`src/rtl/shift_reg_pkg.sv`:
```
// Shared definitions for the shift register sequencer.
// Op encodings, FSM states and the default width.
package shift_reg_pkg;

  localparam int DEF_WIDTH = 4;

  localparam logic [1:0] OP_SHL   = 2'd0;
  localparam logic [1:0] OP_SHR   = 2'd1;
  localparam logic [1:0] OP_LOAD  = 2'd2;
  localparam logic [1:0] OP_CLEAR = 2'd3;

  typedef enum logic [1:0] {
    S_IDLE,
    S_SHIFT,
    S_CAPTURE,
    S_RESP
  } state_t;

endpackage

```
`src/rtl/shift_reg_sequencer.sv`:
```
// Command sequencer driving a bidirectional shift register.
// Runs SHL/SHR/LOAD/CLEAR and returns the final register value.
module shift_reg_sequencer
  import shift_reg_pkg::*;
#(
  parameter  int WIDTH = DEF_WIDTH,
  localparam int CNT_W = $clog2(WIDTH) + 1
) (
  input  logic             clk,
  input  logic             rst,
  input  logic             cmd_valid,
  output logic             cmd_ready,
  input  logic [1:0]       cmd_op,
  input  logic [CNT_W-1:0] cmd_count,
  input  logic [WIDTH-1:0] cmd_data,
  output logic             rsp_valid,
  input  logic             rsp_ready,
  output logic [WIDTH-1:0] rsp_q,
  output logic             busy,
  input  logic [WIDTH-1:0] q,
  output logic             shift_left,
  output logic             shift_right,
  output logic             serial_in_left,
  output logic             serial_in_right
);

  state_t           state, state_n;
  logic [CNT_W-1:0] idx, idx_n;
  logic [CNT_W-1:0] num, num_n;
  logic             dir_l, dir_l_n;
  logic [WIDTH-1:0] dat, dat_n;
  logic             sl_n, sr_n, sil_n, sir_n;
  logic             rv_n;
  logic [WIDTH-1:0] rq_n;
  logic [CNT_W-1:0] cnt_eff;
  logic [WIDTH-1:0] rev;
  logic [CNT_W-1:0] sel;
  logic             bit_v;

  assign cmd_ready = (state == S_IDLE) && !rst;
  assign busy      = (state != S_IDLE);

  always_comb begin
    rev = '0;
    for (int i = 0; i < WIDTH; i++) begin
      rev[i] = cmd_data[WIDTH-1-i];
    end
  end

  assign cnt_eff = (cmd_count > CNT_W'(WIDTH)) ? CNT_W'(WIDTH)
                                               : cmd_count;

  always_comb begin
    state_n = state;
    idx_n   = idx;
    num_n   = num;
    dir_l_n = dir_l;
    dat_n   = dat;
    rv_n    = rsp_valid;
    rq_n    = rsp_q;
    sl_n    = 1'b0;
    sr_n    = 1'b0;
    sil_n   = 1'b0;
    sir_n   = 1'b0;
    sel     = '0;
    bit_v   = 1'b0;
    unique case (state)
      S_IDLE: begin
        if (cmd_valid) begin
          idx_n = '0;
          unique case (cmd_op)
            OP_SHL: begin
              num_n = cnt_eff; dir_l_n = 1'b1; dat_n = cmd_data;
            end
            OP_SHR: begin
              num_n = cnt_eff; dir_l_n = 1'b0; dat_n = cmd_data;
            end
            OP_LOAD: begin
              num_n = CNT_W'(WIDTH); dir_l_n = 1'b1; dat_n = rev;
            end
            default: begin
              num_n = CNT_W'(WIDTH); dir_l_n = 1'b0; dat_n = '0;
            end
          endcase
          if (num_n == '0) begin
            state_n = S_CAPTURE;
          end else begin
            state_n = S_SHIFT;
            sl_n    = dir_l_n;
            sr_n    = !dir_l_n;
            bit_v   = dat_n[0];
          end
        end
      end
      S_SHIFT: begin
        if (idx + CNT_W'(1) == num) begin
          state_n = S_CAPTURE;
        end else begin
          idx_n = idx + CNT_W'(1);
          sel   = idx_n;
          sl_n  = dir_l;
          sr_n  = !dir_l;
          bit_v = |(dat & (WIDTH'(1) << sel));
        end
      end
      S_CAPTURE: begin
        rq_n    = q;
        rv_n    = 1'b1;
        state_n = S_RESP;
      end
      S_RESP: begin
        if (rsp_ready) begin
          rv_n    = 1'b0;
          state_n = S_IDLE;
        end
      end
      default: state_n = S_IDLE;
    endcase
    sil_n = sl_n & bit_v;
    sir_n = sr_n & bit_v;
  end

  always_ff @(posedge clk) begin
    if (rst) begin
      state           <= S_IDLE;
      idx             <= '0;
      num             <= '0;
      dir_l           <= 1'b0;
      dat             <= '0;
      rsp_valid       <= 1'b0;
      rsp_q           <= '0;
      shift_left      <= 1'b0;
      shift_right     <= 1'b0;
      serial_in_left  <= 1'b0;
      serial_in_right <= 1'b0;
    end else begin
      state           <= state_n;
      idx             <= idx_n;
      num             <= num_n;
      dir_l           <= dir_l_n;
      dat             <= dat_n;
      rsp_valid       <= rv_n;
      rsp_q           <= rq_n;
      shift_left      <= sl_n;
      shift_right     <= sr_n;
      serial_in_left  <= sil_n;
      serial_in_right <= sir_n;
    end
  end

endmodule

```
`config.mk`:
```
export PLATFORM = sky130hd
export DESIGN_NAME = shift_reg_sequencer
export DESIGN_NICKNAME = d
export VERILOG_FILES = /design/src/rtl/shift_reg_pkg.sv /design/src/rtl/shift_reg_sequencer.sv
export SDC_FILE = /design/constraint.sdc
export NUM_CORES = 1
export LEC_CHECK = 0
export BUFFER_PORTS_ARGS = -buffer_cell sky130_fd_sc_hd__buf_4
export CAP_MARGIN = 20
export CORE_MARGIN = 4
export CORE_UTILIZATION = 35
export DETAILED_ROUTE_END_ITERATION = 8
export MAX_ROUTING_LAYER = met4
export PLACE_DENSITY = 0.57
export SLEW_MARGIN = 20
export SYNTH_ARGS = -nofsm -noshare
export SYNTH_HDL_FRONTEND = slang
export SYNTH_SLANG_ARGS = --single-unit
```
`constraint.sdc`:
```
create_clock -name clk -period 2.62 [get_ports clk]
set_input_delay 0.131 -clock clk [delete_from_list [all_inputs] [get_ports clk]]
set_output_delay 0.131 -clock clk [all_outputs]
set_load 0.01 [all_outputs]
```
# Yosys cells after proc, flatten, opt, wreduce, memory -nomap -nowiden
# Index checks and enable logic that the tools add are counted.
[classes] n_addsub=1 mul=0 n_div=0 n_lt_le_gt_ge=1 n_eq_ne=10 n_shift=1 n_mux=30 bitwise=3 n_reduce_logical=17
[ops] operator="two-way mux 3 bit" n=6
[ops] operator="two-way mux 1 bit" n=13
[ops] operator="two-way mux 2 bit" n=4
[ops] operator="inequality test 2 bit (second input constant)" n=4
[ops] operator="one-hot mux 1 bit (2 select lines)" n=4
[ops] operator="one-hot mux 2 bit (4 select lines)" n=1
[ops] operator="one-hot mux 4 bit (2 select lines)" n=1
[ops] operator="equality test 2 bit (second input constant)" n=3
[ops] operator="one-hot mux 3 bit (2 select lines)" n=1
[ops] operator="AND reduction 3 bit" n=2
[ops] operator="nonzero test 2 bit" n=3
[ops] operator="bitwise AND 4 bit" n=1
[ops] operator="equality test 2 x 1 -> 1 bit (second input constant)" n=2
[ops] operator="zero test 2 bit" n=2
[ops] operator="AND reduction 2 bit" n=2
[ops] operator="OR reduction 2 bit" n=2
[ops] operator="OR reduction 4 bit" n=1
[ops] operator="left shift 1 x 3 -> 4 bit (first input constant)" n=1
[ops] operator="adder 3 x 1 -> 3 bit (second input constant)" n=1
[ops] operator="equality test 3 bit" n=1
[ops] operator="> comparator 3 bit (second input constant)" n=1
[ops] operator="zero test 1 bit" n=3
[ops] operator="zero test 3 bit" n=1
[ops] operator="bitwise AND 1 bit" n=2
[ops] operator="logical AND 1 bit" n=1
[totals] reg_bits=22 latchBits=0 ram_bits=0 romBits=0 input_bits=17 word_cells=74 mem_count=0

# Depth between registers and ports, before layout
[depth] word_depth=10 ltp_mapped=7

# Worst setup path before layout
# No wires, ideal clock.
[synth_path] kind="register to register" from="register idx[0]" to="register state[1]" setup_time_ps=71 arrival_time_ps=1863 setup_slack_ps=687 stages_incl_launch_ff=7 n_path_buf=0 synth_period_minus_slack_ps=1933 cell_sequence="dfxtp_1 > inv_1 > ha_1 > xor2_1 > o31a_4 > or3_1 > a21oi_1"
[synth_via] elab_chain_cells=4
[synth_lines] element="start: declaration" line="shift_reg_sequencer.sv:28" rtl="logic [CNT_W-1:0] idx, idx_n;"
[synth_lines] element="start signal: assignment" line="shift_reg_sequencer.sv:138" rtl="idx <= idx_n;"
[synth_lines] element="adder 3 x 1 -> 3 bit" line="shift_reg_sequencer.sv:96" rtl="if (idx + CNT_W'(1) == num) begin"
[synth_lines] element="equality test 3 bit" line="shift_reg_sequencer.sv:96"
[synth_lines] element="inequality test 2 bit (no source line)"
[synth_lines] element="AND reduction 3 bit (no source line)"
[synth_lines] element="end signal: assignment" line="shift_reg_sequencer.sv:137" rtl="state <= state_n;"
[synth_lines] element="end: declaration" line="shift_reg_sequencer.sv:27" rtl="state_t state, state_n;"
# Every way passes these cells.
# A chain may end at the register's enable or synchronous reset.

# Worst setup path after layout
# Same ends and word-level chain as after synthesis.

==> reports/metrics.csv <==
metric;value;unit
hpwl dp;2.10;mm
Storage cell area;440;µm²
most frequent cells in the layout;28 x buf_4, 22 x dfxtp_1, 19 x nor2_1;
ant diodes;0;
Syn Inst Count;124;
CTS tree;built;
number of cell rows;20;
adder-cell share of the synthesized area;9.94;%
H-tree depth;1;
Worst Path Arrival;2350;ps
Mean Syn Cell Area;9.13;µm²
total negative setup slack;0;ps
RSZ-0062 raised after global routing;no;
GRT Total Usage;14.3;%
Reg clk slew, reported paths;120;ps
routability cong.;0.828;
drt pass-1 iters;4;
largest family of logic cells by synthesized area;compound AO/OA/AOI/OAI gates;
Worst VDD drop;0.000264;V
placed instance area;0.00138;mm²
Fillers;316;
Iter 0 DRT Violations;40;
crit end category;register;
Synth cell types;35;
#FFs+latches synth;22;
Synth Warn #;0;
Seq/Total Area, Yosys;38.9;%
Nets;178;
startpoint types;register;
DR vias/cell;5.16;
Max Clock Freq;476;MHz
Cell Pwr Density;737;mW/mm²
clk_skew;0.730;ps
vias in the first global route;1053;
total power;1.04;mW
largest net degree at the start of global routing;22;
crit path buf inv count;1;
simple-gate share of the synthesized area;15.5;%
root buf cell;clkbuf_4;
CTS resizes;0;
DRC viols;0;
height of the chip;64.9;µm
clock latency on the worst-skew pair;310;ps
total CTS buffers;3;
top-area cell type share of the netlist area;38.9;%
WL/cell;13.7;µm
first-pass GRT wire length;4.65;mm
Synth async-reset ratio;0;%
Worst Hold Class;in -> reg;
Max Cap Violations;0;
LEAKAGE;0.593;nW
CTS max path bufs;2;
EDFF count, synth;0;
Non-Filler Instances;195;
clock sink total;22;
Final Routed Wirelength;2.67;mm
post-synthesis mux area share;5.41;%
hold_buf cts;0;
die area;0.00421;mm²
# IOs;28;
area grow syn2layout;25.0;%
Core Util, Final;46.0;%
compound-gate portion of the synthesized area;21.2;%
Synth area leader;dfxtp_1;
crit share post-route;80.1;%
Slew Viols, Final;0;
Synth Area in XOR/XNOR;4.42;%
vias;1007;
initial antenna violation count;0;
Max FO, Critical Path;8;
synth top area cells;dfxtp_1 39%, ha_1 9.9%, nor2_1 6.3%, a22oi_1 4.6%, mux2i_1 4.4%;
fraction of layout cells with a size suffix above 1;23.2;%
Slowest cell on crit path;dfxtp_1;
Max-slew headroom;70.9;%
kind of critical path;reg -> reg;
dpl cells;191;
ys flop type;dfxtp_1;
post-detailed-route count of antenna-violating nets;0;
GR Overflow Total;0;
IO Port Bufs;27;
width of the die;64.9;µm
Cell Area, Synth;0.00113;mm²
commonest non-fill, non-tap cell in the layout;buf_4;
Req. time, crit path;2870;ps
Setup violations, final;0;
status;finished, final reports clean;
Crit path max-delay family;compound AO/OA/AOI/OAI gates;
crit path cell chain;inv_1 > ha_1 > xor2_1 > o31a_4 > or3_1 > a21oi_1;
core area;0.00308;mm²
post-CTS setup buffer count;0;
Min Clock Period, post-route;2100;ps
Initial Util;36.8;%
Worst Max-Slew Pin Slew;435;ps
final hold violation count;0;
area of the multi-input gates;639;µm²
Max stage delay on crit path;480;ps
post-route cell area;0.00142;mm²
synthesized net count;150;
-- per-layer routing --
layer | global-route usage [%] | share of wire, %
met1 | 16.3 | 46
met2 | 24.6 | 47
met3 | 3.47 | 5.6
met4 | 4.75 | 1.2
met5 | - | 0
-- kinds of logic (layout without fill, tap and decap cells) --
| kind of cell | after synthesis | count (layout) |
|---|---|---|
| AO/OA/AOI/OAI | 31 | 31 |
| XOR/XNOR | 4 | 4 |
| adder cells (fa/ha/maj) | 9 | 9 |
| buffers and inverters | 14 | 41 |
| AND/OR/NAND/NOR | 38 | 38 |
| multiplexers | 6 | 6 |
| flip-flops | 22 | 22 |
-- cell usage after synthesis, types with 2 or more instances --
cell type   n
a21oi_1     4
clkbuf_1    4
o21ai_0     4
mux2i_1     5
ha_1        9
xor2_1      2
o41ai_1     2
a221oi_1    3
dfxtp_1    22
nor2_1     19
nor3_1      9
a211oi_1    2
a22oi_1     7
inv_1       9
nand2_1     3
-- state kept, by name, indices dropped and copies added (netlist names) --
signal	flops
num	3
dir_l	1
dat	4
shift_left	1
serial_in_left	1
state	2
rsp_q	4
serial_in_right	1
rsp_valid	1
shift_right	1
idx	3
-- path summary, 6_finish.rpt --
path / endpoint / start / cells after the start / slack, ps
hold / removal: dir_l / cmd_op[0] / 2 / 20
hold reg to reg: dat[0] / dat[0] / 2 / 510
setup / recovery: state[1] / idx[0] / 6 / 520
setup reg to reg: state[1] / idx[0] / 6 / 520
-- worst register-to-register path: cells and delay by family, from the launching register on --
| kind | cells | cell delay (ps) |
|---|---|---|
| AOI/OAI and AO/OA | 2 | 540 |
| DFF | 1 | 480 |
| and+or+nand+nor | 1 | 380 |
| adders and majority gates | 1 | 330 |
| xor gates and xnor gates | 1 | 210 |
| buffers and inverters | 1 | 100 |
-- metrics by stage --
stage | setup slack, ps | hold WS (ps)
2_1_floorplan | 687 | 227
3_3_place_gp | 620 | 354
3_5_place_dp | 536 | 356
4_1_cts | 498 | 12.1
5_1_grt | 395 | 18.4
6_report | 521 | 19.8
-- power by group --
group / leakage, nW / total, mW / internal, mW / switching (mW)
Combinational: 0.392 / 0.426 / 0.192 / 0.235
Clock: 0.0210 / 0.190 / 0.0849 / 0.105
Sequential: 0.180 / 0.427 / 0.386 / 0.0410
Total: 0.593 / 1.04 / 0.662 / 0.381
-- final cells by class --
| class | instances | area share (%) |
|---|---|---|
| clock buffers | 4 | 2.56 |
| inverters | 9 | 2.39 |
| repair buffers | 28 | 14.9 |
| flip-flops and latches | 22 | 31.1 |
| multi-input cells | 88 | 45.2 |
| well taps | 44 | 3.89 |
Note: power is estimated with default switching activity, not from simulation.
